`config.mk`:
```
export PLATFORM = sky130hd
export DESIGN_NAME = bs_arbiter
export DESIGN_NICKNAME = d
export VERILOG_FILES = /design/src/rtl/bs_arbiter_pkg.sv /design/src/rtl/bs_arbiter_rr_arb2.sv /design/src/rtl/bs_arbiter.sv
export SDC_FILE = /design/constraint.sdc
export NUM_CORES = 1
export LEC_CHECK = 0
export BUFFER_PORTS_ARGS = -buffer_cell sky130_fd_sc_hd__buf_2
export CAP_MARGIN = 20
export CORE_MARGIN = 4
export CORE_UTILIZATION = 39
export CTS_CLUSTER_DIAMETER = 40
export DETAILED_ROUTE_END_ITERATION = 12
export PLACE_DENSITY = 0.7
export SETUP_SLACK_MARGIN = 0.3
export SYNTH_ARGS = -nofsm -noshare
export SYNTH_HDL_FRONTEND = slang
export SYNTH_SLANG_ARGS = --single-unit
```
`constraint.sdc`:
```
create_clock -name CLK -period 1.2 [get_ports CLK]
set_input_delay 0.18 -clock CLK [delete_from_list [all_inputs] [get_ports CLK]]
set_output_delay 0.18 -clock CLK [all_outputs]
set_load 0.02 [all_outputs]
```
`src/rtl/bs_arbiter_pkg.sv`:
```
// Shared widths and FSM state encoding for the barrel-shifter arbiter.
package bs_arbiter_pkg;

  localparam int IWIDTH_DEF = 4;
  localparam int SWIDTH_DEF = 2;

  typedef enum logic [1:0] {
    S_IDLE  = 2'b00,
    S_SHIFT = 2'b01,
    S_RESP  = 2'b10
  } state_e;

endpackage

```
`src/rtl/bs_arbiter_rr_arb2.sv`:
```
// Combinational two-way round-robin: on a tie the requester that was not
// granted last wins; a lone request always wins.
module rr_arb2 (
  input  logic [1:0] REQ,
  input  logic       LAST,
  output logic [1:0] GNT
);

  always_comb begin
    GNT = 2'b00;
    if (REQ[0] && REQ[1]) begin
      GNT = LAST ? 2'b01 : 2'b10;
    end else if (REQ[0]) begin
      GNT = 2'b01;
    end else if (REQ[1]) begin
      GNT = 2'b10;
    end
  end

endmodule

```
`src/rtl/bs_arbiter.sv`:
```
// Two-requester scheduler that time-shares one external barrel shifter and
// returns each result on a valid/ready channel tagged with the owner ID.
module bs_arbiter
  import bs_arbiter_pkg::*;
#(
  parameter int IWIDTH = IWIDTH_DEF,
  parameter int SWIDTH = SWIDTH_DEF
) (
  input  logic              CLK,
  input  logic              RST_N,
  input  logic              REQ0_VALID,
  output logic              REQ0_READY,
  input  logic              REQ0_DIR,
  input  logic [SWIDTH-1:0] REQ0_AMT,
  input  logic [IWIDTH-1:0] REQ0_DATA,
  input  logic              REQ1_VALID,
  output logic              REQ1_READY,
  input  logic              REQ1_DIR,
  input  logic [SWIDTH-1:0] REQ1_AMT,
  input  logic [IWIDTH-1:0] REQ1_DATA,
  output logic              RSP_VALID,
  input  logic              RSP_READY,
  output logic              RSP_ID,
  output logic [IWIDTH-1:0] RSP_DATA,
  output logic              BS_DIR,
  output logic [SWIDTH-1:0] BS_AMT,
  output logic [IWIDTH-1:0] BS_D_IN,
  input  logic [IWIDTH-1:0] BS_D_OUT
);

  state_e              state_q, state_d;
  logic                last_q, last_d;
  logic                bs_dir_q, bs_dir_d;
  logic [SWIDTH-1:0]   bs_amt_q, bs_amt_d;
  logic [IWIDTH-1:0]   bs_din_q, bs_din_d;
  logic                rsp_id_q, rsp_id_d;
  logic [IWIDTH-1:0]   rsp_data_q, rsp_data_d;
  logic [1:0]          gnt;

  rr_arb2 u_rr_arb2 (
    .REQ  ({REQ1_VALID, REQ0_VALID}),
    .LAST (last_q),
    .GNT  (gnt)
  );

  // A grant only exists for a valid requester, so READY doubles as the handshake.
  assign REQ0_READY = (state_q == S_IDLE) && gnt[0];
  assign REQ1_READY = (state_q == S_IDLE) && gnt[1];
  assign RSP_VALID  = (state_q == S_RESP);
  assign RSP_ID     = rsp_id_q;
  assign RSP_DATA   = rsp_data_q;
  assign BS_DIR     = bs_dir_q;
  assign BS_AMT     = bs_amt_q;
  assign BS_D_IN    = bs_din_q;

  always_comb begin
    state_d    = state_q;
    last_d     = last_q;
    bs_dir_d   = bs_dir_q;
    bs_amt_d   = bs_amt_q;
    bs_din_d   = bs_din_q;
    rsp_id_d   = rsp_id_q;
    rsp_data_d = rsp_data_q;
    case (state_q)
      S_IDLE: begin
        if (REQ0_READY) begin
          bs_dir_d = REQ0_DIR;
          bs_amt_d = REQ0_AMT;
          bs_din_d = REQ0_DATA;
          rsp_id_d = 1'b0;
          state_d  = S_SHIFT;
        end else if (REQ1_READY) begin
          bs_dir_d = REQ1_DIR;
          bs_amt_d = REQ1_AMT;
          bs_din_d = REQ1_DATA;
          rsp_id_d = 1'b1;
          state_d  = S_SHIFT;
        end
      end
      S_SHIFT: begin
        rsp_data_d = BS_D_OUT;
        state_d    = S_RESP;
      end
      S_RESP: begin
        // Fairness pointer moves only once the consumer has taken the result.
        if (RSP_READY) begin
          last_d  = rsp_id_q;
          state_d = S_IDLE;
        end
      end
      default: state_d = S_IDLE;
    endcase
  end

  always_ff @(posedge CLK or negedge RST_N) begin
    if (!RST_N) begin
      state_q    <= S_IDLE;
      last_q     <= 1'b1;
      bs_dir_q   <= 1'b0;
      bs_amt_q   <= '0;
      bs_din_q   <= '0;
      rsp_id_q   <= 1'b0;
      rsp_data_q <= '0;
    end else begin
      state_q    <= state_d;
      last_q     <= last_d;
      bs_dir_q   <= bs_dir_d;
      bs_amt_q   <= bs_amt_d;
      bs_din_q   <= bs_din_d;
      rsp_id_q   <= rsp_id_d;
      rsp_data_q <= rsp_data_d;
    end
  end

endmodule

```
==> flow_metrics.py, run 1 <==
metrics = {
    "status": {
        "status": "complete, but fails checks",
        "violations": "setup timing",
    },
    "grt": {
        "grt_overflow_total": 0,
        "grt_pass1_vias": 782,
        "grt_pass1_wl_um": 3410,
        "grt_max_degree": 16,
        "grt_antenna_before_repair": 0,
        "track_usage_pct": 16.9,
    },
    "cts": {
        "h-tree-depth": 1,
        "cts_tree": "done",
        "cts-root-buf": "clkbuf_4",
        "cts_buffer_depth": 2,
        "clock_latency_ns": 0.28,
        "cts_made_buffers": 3,
        "clkTransAtPathRegs_ns": 0.10,
        "clock_sinks": 15,
    },
    "floorplanning": {
        "dieWidth_um": 51.1,
        "core_um2": 1750,
        "start_util_pct": 41.4,
        "dieHeight_um": 51.1,
        "io-pin-count": 38,
        "core.rowCount": 15,
        "dieArea_um2": 2610,
    },
    "drt": {
        "wirelength_um": 2130,
        "detail-route-antenna-nets": 0,
        "via_per_inst": 4.95,
        "num_vias": 767,
        "drc": 0,
        "firstDrtPassIters": 4,
        "wl_per_cell_um": 13.8,
        "dr.first_iter.drc_count": 8,
    },
    "timing": {
        "fmaxAchievable_mhz": 709,
        "worst_slew_margin_rel_pct": 68.6,
        "slew_viol_final": 0,
        "layout_min_cycle_time_ns": 1.41,
        "worst_slew_pin_slew_ns": 0.469,
        "fin_skew_ns": 0.00631,
        "timing.final.crit_share_pct": 117,
        "setup_viol_count_final": 15,
        "rsz0062_at_grt": "true",
        "worst_slack_ns": -0.210,
        "hold_viol_final": 0,
    },
    "critical_path": {
        "start_kind": "register",
        "r2r_slack_ns": -0.12,
        "crit_fanout": 2,
        "cp-end-kind": "output port",
        "rr_startpoint": "state_q[0]$_DFFE_PN0P_",
        "crit_type": "reg -> out",
        "r2r-end": "BS_AMT[1]$_DFFE_PN0P_",
        "worst_r2r_path_depth": 5,
        "cp_data_required_time_ns": 1.02,
        "cp-startpoint": "last_q$_DFFE_PN1P_",
        "arrival_ns": 1.23,
    },
    "yosys": {
        "ys.flop_type": "dfrtp_1",
        "synth_seq_cells": 15,
        "synth_top_area_share_pct": 48.4,
        "syn_nets": 90,
        "yosys_warnings": 0,
        "yosysMostFrequentCell": "dfrtp_1",
        "synthTopCellsByArea": "dfrtp_1 (48%), mux2_2 (7.8%), o311ai_1 (7.3%)",
        "synth_compound_area_share_pct": 17.1,
        "synth_fa_ha_area_share_pct": 0,
        "synth_edf_count": 0,
        "synthMuxAreaShare_pct": 7.79,
        "syn_area_um2": 723,
        "synth_cell_types": 18,
        "synth_cells": 67,
        "synth_seq_area_share_pct": 52.1,
        "synth.largest_area_cell": "dfrtp_1",
        "synth_area_per_cell_um2": 10.8,
        "yosys.area_share.simple_pct": 14.2,
        "synth_top_family_by_area": "compound AO/OA/AOI/OAI gates",
        "async_reset_ff_share_pct": 100,
        "synth_xor_area_share_pct": 0,
        "synthTopCellsByCount": "dfrtp_1 (14), inv_1 (10), o21ai_0 (8)",
    },
    "cells_and_area": {
        "final_core_util_pct": 75.8,
        "design_area_um2": 1320,
        "nFillCells": 118,
        "final_nets": 154,
        "syn_to_final_growth_pct": 82.9,
        "drive_above_1_share_pct": 64.6,
        "final-instance-count-excl-fill": 155,
        "seq_area_um2": 378,
        "antennaDiodeCount": 0,
        "multi_input_area_um2": 349,
    },
    "place": {
        "placed_cell_area_um2": 996,
        "place_inst": 131,
        "dp.final_hpwl_um": 1370,
        "routabilityCongestion": 0.787,
        "port_buffers": 37,
    },
    "worst_hold_path": {
        "min_to": "state_q[1]$_DFFE_PN0P_",
        "worstHoldPathType": "in -> reg",
        "hp-start": "RSP_READY",
        "holdPathStages": 2,
    },
    "flow_run": {
        "cap_viol_max_count": 0,
    },
    "power": {
        "p_leak_nw": 0.682,
        "powerDensity_nw_per_um2": 2870,
        "vdd_drop_max_mv": 1.50,
        "p_total_mw": 3.79,
    },
}
[sequential cells by signal, summed over array words and instances, names as in the netlist]
register	flops
BS_D_IN	4
RSP_DATA	4
BS_AMT	2
state_q	2
BS_DIR	1
RSP_ID	1
last_q	1
[cells in the final DEF, fill, tap and decap left out, types with 2 or more instances in the layout]
cell type and n:
o311ai_2 2, o21ai_1 3, dfrtp_1 13, nand2b_4 3
o21ai_0 5, mux2_4 5, buf_6 19, nand4_1 7
o311ai_1 5, buf_4 19, clkbuf_4 3, inv_1 9
buf_2 22
[cell families after synthesis]
kind of cell | Yosys count
and+or+nand+nor | 16
DFF | 15
buffers and inverters | 13
AOI/OAI and AO/OA | 18
muxes | 5
[power breakdown]
group	switching (mW)	internal, mW	leakage, nW
Combinational	1.04	1.47	0.488
Clock	0.165	0.123	0.0177
Sequential	0.204	0.782	0.175
[layout make-up]
cell class / instances / area share (%)
inverter: 10 / 3.03
clock inverter: 1 / 0.378
clock buffer: 3 / 1.70
timing repair buffer: 62 / 37.6
sequential: 15 / 28.6
tap: 25 / 2.37
multi-input combinational: 39 / 26.4
[worst max-delay path, stage by stage (launching register included)]
cell      delay [ns]
dfstp_2         0.54
nand2b_4        0.12
and3_4          0.18
buf_6           0.11
[per-layer routing]
layer	vias up	GRT usage, %	wire length (µm)
met1	373	21.6	889
met5	-	0	0
met3	6	1.46	61
met4	0	5.38	44
met2	18	29.8	1140
li1	370	-	-
[repair_timing]
action | in CTS | in global routing
setup endpoints to repair | 29 | 30
resized for setup | 43 | 4
cloned | 0 | 0
buffers inserted | 13 | 6
hold endpoints to repair | 14 | 0
hold buffers | 1 | 0
pin swaps | 2 | 2
[per-stage QoR]
step	TNS, ns	setup WS (ns)	hold WS [ns]
2_1_floorplan	-0.433	-0.0602	-0.116
3_3_place_gp	-0.0259	-0.0161	0.0996
3_5_place_dp	-0.113	-0.0568	0.103
4_1_cts	-1.11	-0.216	0.0962
5_1_grt	-2.77	-0.259	0.108
6_report	-1.81	-0.210	0.103
[worst max path at each step]
| stage | slack (ns) | to | cells after the start |
|---|---|---|---|
| final | -0.21 | REQ0_READY | 3 |
| after global routing | -0.26 | REQ1_READY | 4 |
| after CTS | -0.22 | REQ0_READY | 3 |
| after detailed placement | -0.06 | BS_D_IN[0]$_DFFE_PN0P_ | 3 |
| after global placement | -0.02 | BS_D_IN[0]$_DFFE_PN0P_ | 3 |
| after floorplan | -0.06 | BS_D_IN[0]$_DFFE_PN0P_ | 5 |
Power figures use the tool's default switching activity.
==> run 2: changes to the inputs <==
--- a/config.mk
+++ b/config.mk
@@ -8,10 +8,10 @@
 export BUFFER_PORTS_ARGS = -buffer_cell sky130_fd_sc_hd__buf_2
 export CAP_MARGIN = 20
 export CORE_MARGIN = 4
-export CORE_UTILIZATION = 39
+export CORE_UTILIZATION = 38
 export CTS_CLUSTER_DIAMETER = 40
 export DETAILED_ROUTE_END_ITERATION = 12
-export PLACE_DENSITY = 0.7
+export PLACE_DENSITY = 0.68
 export SETUP_SLACK_MARGIN = 0.3
 export SYNTH_ARGS = -nofsm -noshare
 export SYNTH_HDL_FRONTEND = slang
==> flow_metrics.py, run 2 (synthesis gave the netlist of run 1 again) <==
metrics = {
    "timing": {
        "worst_slew_pin_slew_ns": 0.514,
        "fmaxAchievable_mhz": 703,
        "worst_hold_slack_ns": 0.114,
        "hold_viol_final": 0,
        "worst_slack_ns": -0.223,
        "fin_skew_ns": 0.00793,
        "timing.final.crit_share_pct": 119,
        "rsz0062_at_grt": "true",
        "setup_viol_count_final": 12,
        "layout_min_cycle_time_ns": 1.42,
        "worst_slew_margin_rel_pct": 65.6,
        "slew_viol_final": 0,
    },
    "floorplanning": {
        "dieWidth_um": 51.6,
        "dieHeight_um": 51.6,
        "start_util_pct": 41.0,
        "dieArea_um2": 2670,
        "core.rowCount": 15,
        "io-pin-count": 38,
        "core_um2": 1760,
    },
    "status": {
        "status": "complete, but fails checks",
        "violations": "setup timing",
    },
    "power": {
        "powerDensity_nw_per_um2": 2890,
        "internal_power_mw": 2.49,
        "combPwrFrac_pct": 68.5,
        "vdd_drop_max_mv": 1.88,
        "clkPwrFrac_pct": 7.2,
        "netSwitchingFraction_pct": 39.0,
        "p_leak_nw": 0.693,
        "p_total_mw": 4.08,
        "switching_power_mw": 1.59,
        "sequentialPowerShare_pct": 24.4,
    },
    "cts": {
        "clock_latency_ns": 0.28,
        "clock_sinks": 15,
        "cts_tree": "done",
        "cts-root-buf": "clkbuf_4",
        "cts_buffer_depth": 2,
        "cts_made_buffers": 3,
        "h-tree-depth": 1,
        "clkTransAtPathRegs_ns": 0.08,
    },
    "cells_and_area": {
        "seq_area_um2": 379,
        "final_common_cell": "buf_2",
        "drive_above_1_share_pct": 71.1,
        "syn_to_final_growth_pct": 95.2,
        "final_nets": 152,
        "nFillCells": 114,
        "antennaDiodeCount": 0,
        "multi_input_area_um2": 445,
        "final_cell_mix": "buf_2 (22), buf_6 (21), buf_4 (15)",
    },
    "drt": {
        "detail-route-antenna-nets": 0,
        "dr.first_iter.drc_count": 14,
        "via_per_inst": 5.19,
        "drc": 0,
        "firstDrtPassIters": 4,
        "wirelength_um": 2470,
        "wl_per_cell_um": 16.2,
        "num_vias": 794,
    },
    "grt": {
        "grt_overflow_total": 0,
        "grt_util_met2_pct": 35.8,
        "grt_pass1_vias": 819,
        "grtUsageMet1_pct": 21.0,
        "track_usage_pct": 18.7,
        "met3_usage_pct": 4.87,
        "grt_max_degree": 16,
        "grt_antenna_before_repair": 0,
        "grt_pass1_wl_um": 3750,
        "grt-busiest-layer": "met2",
    },
    "worst_hold_path": {
        "min_to": "state_q[1]$_DFFE_PN0P_",
        "worstHoldPathType": "in -> reg",
        "holdPathStages": 2,
        "hp-start": "RSP_READY",
    },
    "place": {
        "routabilityCongestion": 0.787,
        "port_buffers": 37,
        "dp_slack_ns": -0.0452,
        "dp.final_hpwl_um": 1450,
    },
    "flow_run": {
        "cap_viol_max_count": 0,
    },
    "critical_path": {
        "cp-end-kind": "output port",
        "start_kind": "register",
        "worst_r2r_path_depth": 6,
        "rr_startpoint": "last_q$_DFFE_PN1P_",
        "r2r_slack_ns": -0.20,
        "crit_fanout": 2,
        "cp_data_required_time_ns": 1.02,
        "arrival_ns": 1.24,
        "crit_type": "reg -> out",
        "r2r-end": "BS_D_IN[1]$_DFFE_PN0P_",
    },
}
## run 2: changes by cell type in the layout (fill, tap and decap cells not counted), moves of 2 or more
cell / delta
o311ai_1: -5
buf_4: -4
o21ai_0: -2
o311ai_2: +2
buf_6: +2
o311ai_4: +3
## run 2: stage by stage
stage / setup TNS, ns / cells / area, µm² / utilization, %
3_3_place_gp: -0.0152 / 132 / 1000 / 56.9
6_report: -1.93 / 153 / 1410 / 80.0
3_5_place_dp: -0.109 / 132 / 1000 / 56.9
5_1_grt: -2.64 / 153 / 1410 / 80.0
4_1_cts: -1.12 / 147 / 1280 / 72.6
2_1_floorplan: -0.433 / 67 / 759 / -
## run 2: critical path, cell delays in order (launching register included)
cell      delay (ns)
dfstp_2         0.54
nand2b_4        0.12
and3_4          0.19
buf_6           0.12
## run 2: how the worst max path moves through the flow
stage	start	to	slack [ns]	cells past startpoint
2_1_floorplan	last_q$_DFFE_PN1P_	BS_D_IN[0]$_DFFE_PN0P_	-0.06	5
3_3_place_gp	state_q[0]$_DFFE_PN0P_	BS_D_IN[0]$_DFFE_PN0P_	-0.02	3
3_5_place_dp	state_q[0]$_DFFE_PN0P_	BS_D_IN[0]$_DFFE_PN0P_	-0.05	3
4_1_cts	last_q$_DFFE_PN1P_	REQ0_READY	-0.21	3
5_1_grt	last_q$_DFFE_PN1P_	REQ0_READY	-0.28	3
6_report	last_q$_DFFE_PN1P_	REQ0_READY	-0.22	3
## run 2: repair_timing
action | CTS | global route
setup buffers | 10 | 6
endpoints found under the hold margin | 14 | 0
hold buffers | 1 | 0
pin swaps | 2 | 3
gates resized for setup | 47 | 19
cloned | 0 | 0
setup endpoints to repair | 29 | 30
## run 2: layout make-up
cell class                      count  share of cell area (%)
Timing Repair Buffer               60                    34.7
Multi-Input combinational cell     39                    31.6
Sequential cell                    15                    26.9
Inverter                           10                    2.84
Tap cell                           25                    2.22
Clock buffer                        4                    1.86
## run 2: power groups by stage
stage | Sequential [mW] | Clock, mW | Combinational, mW
floorplan | 1.21 | 0 | 0.759
global placement | 0.923 | 0 | 1.56
detailed placement | 0.938 | 0 | 1.60
CTS | 0.981 | 0.306 | 2.36
global route | 1.02 | 0.334 | 2.97
finish | 0.994 | 0.293 | 2.79
## run 2: layer usage
metal,up-vias,part of all wire (%)
met5,-,0
met3,2,4.9
li1,366,-
met4,0,0.40
met2,30,55
met1,396,39
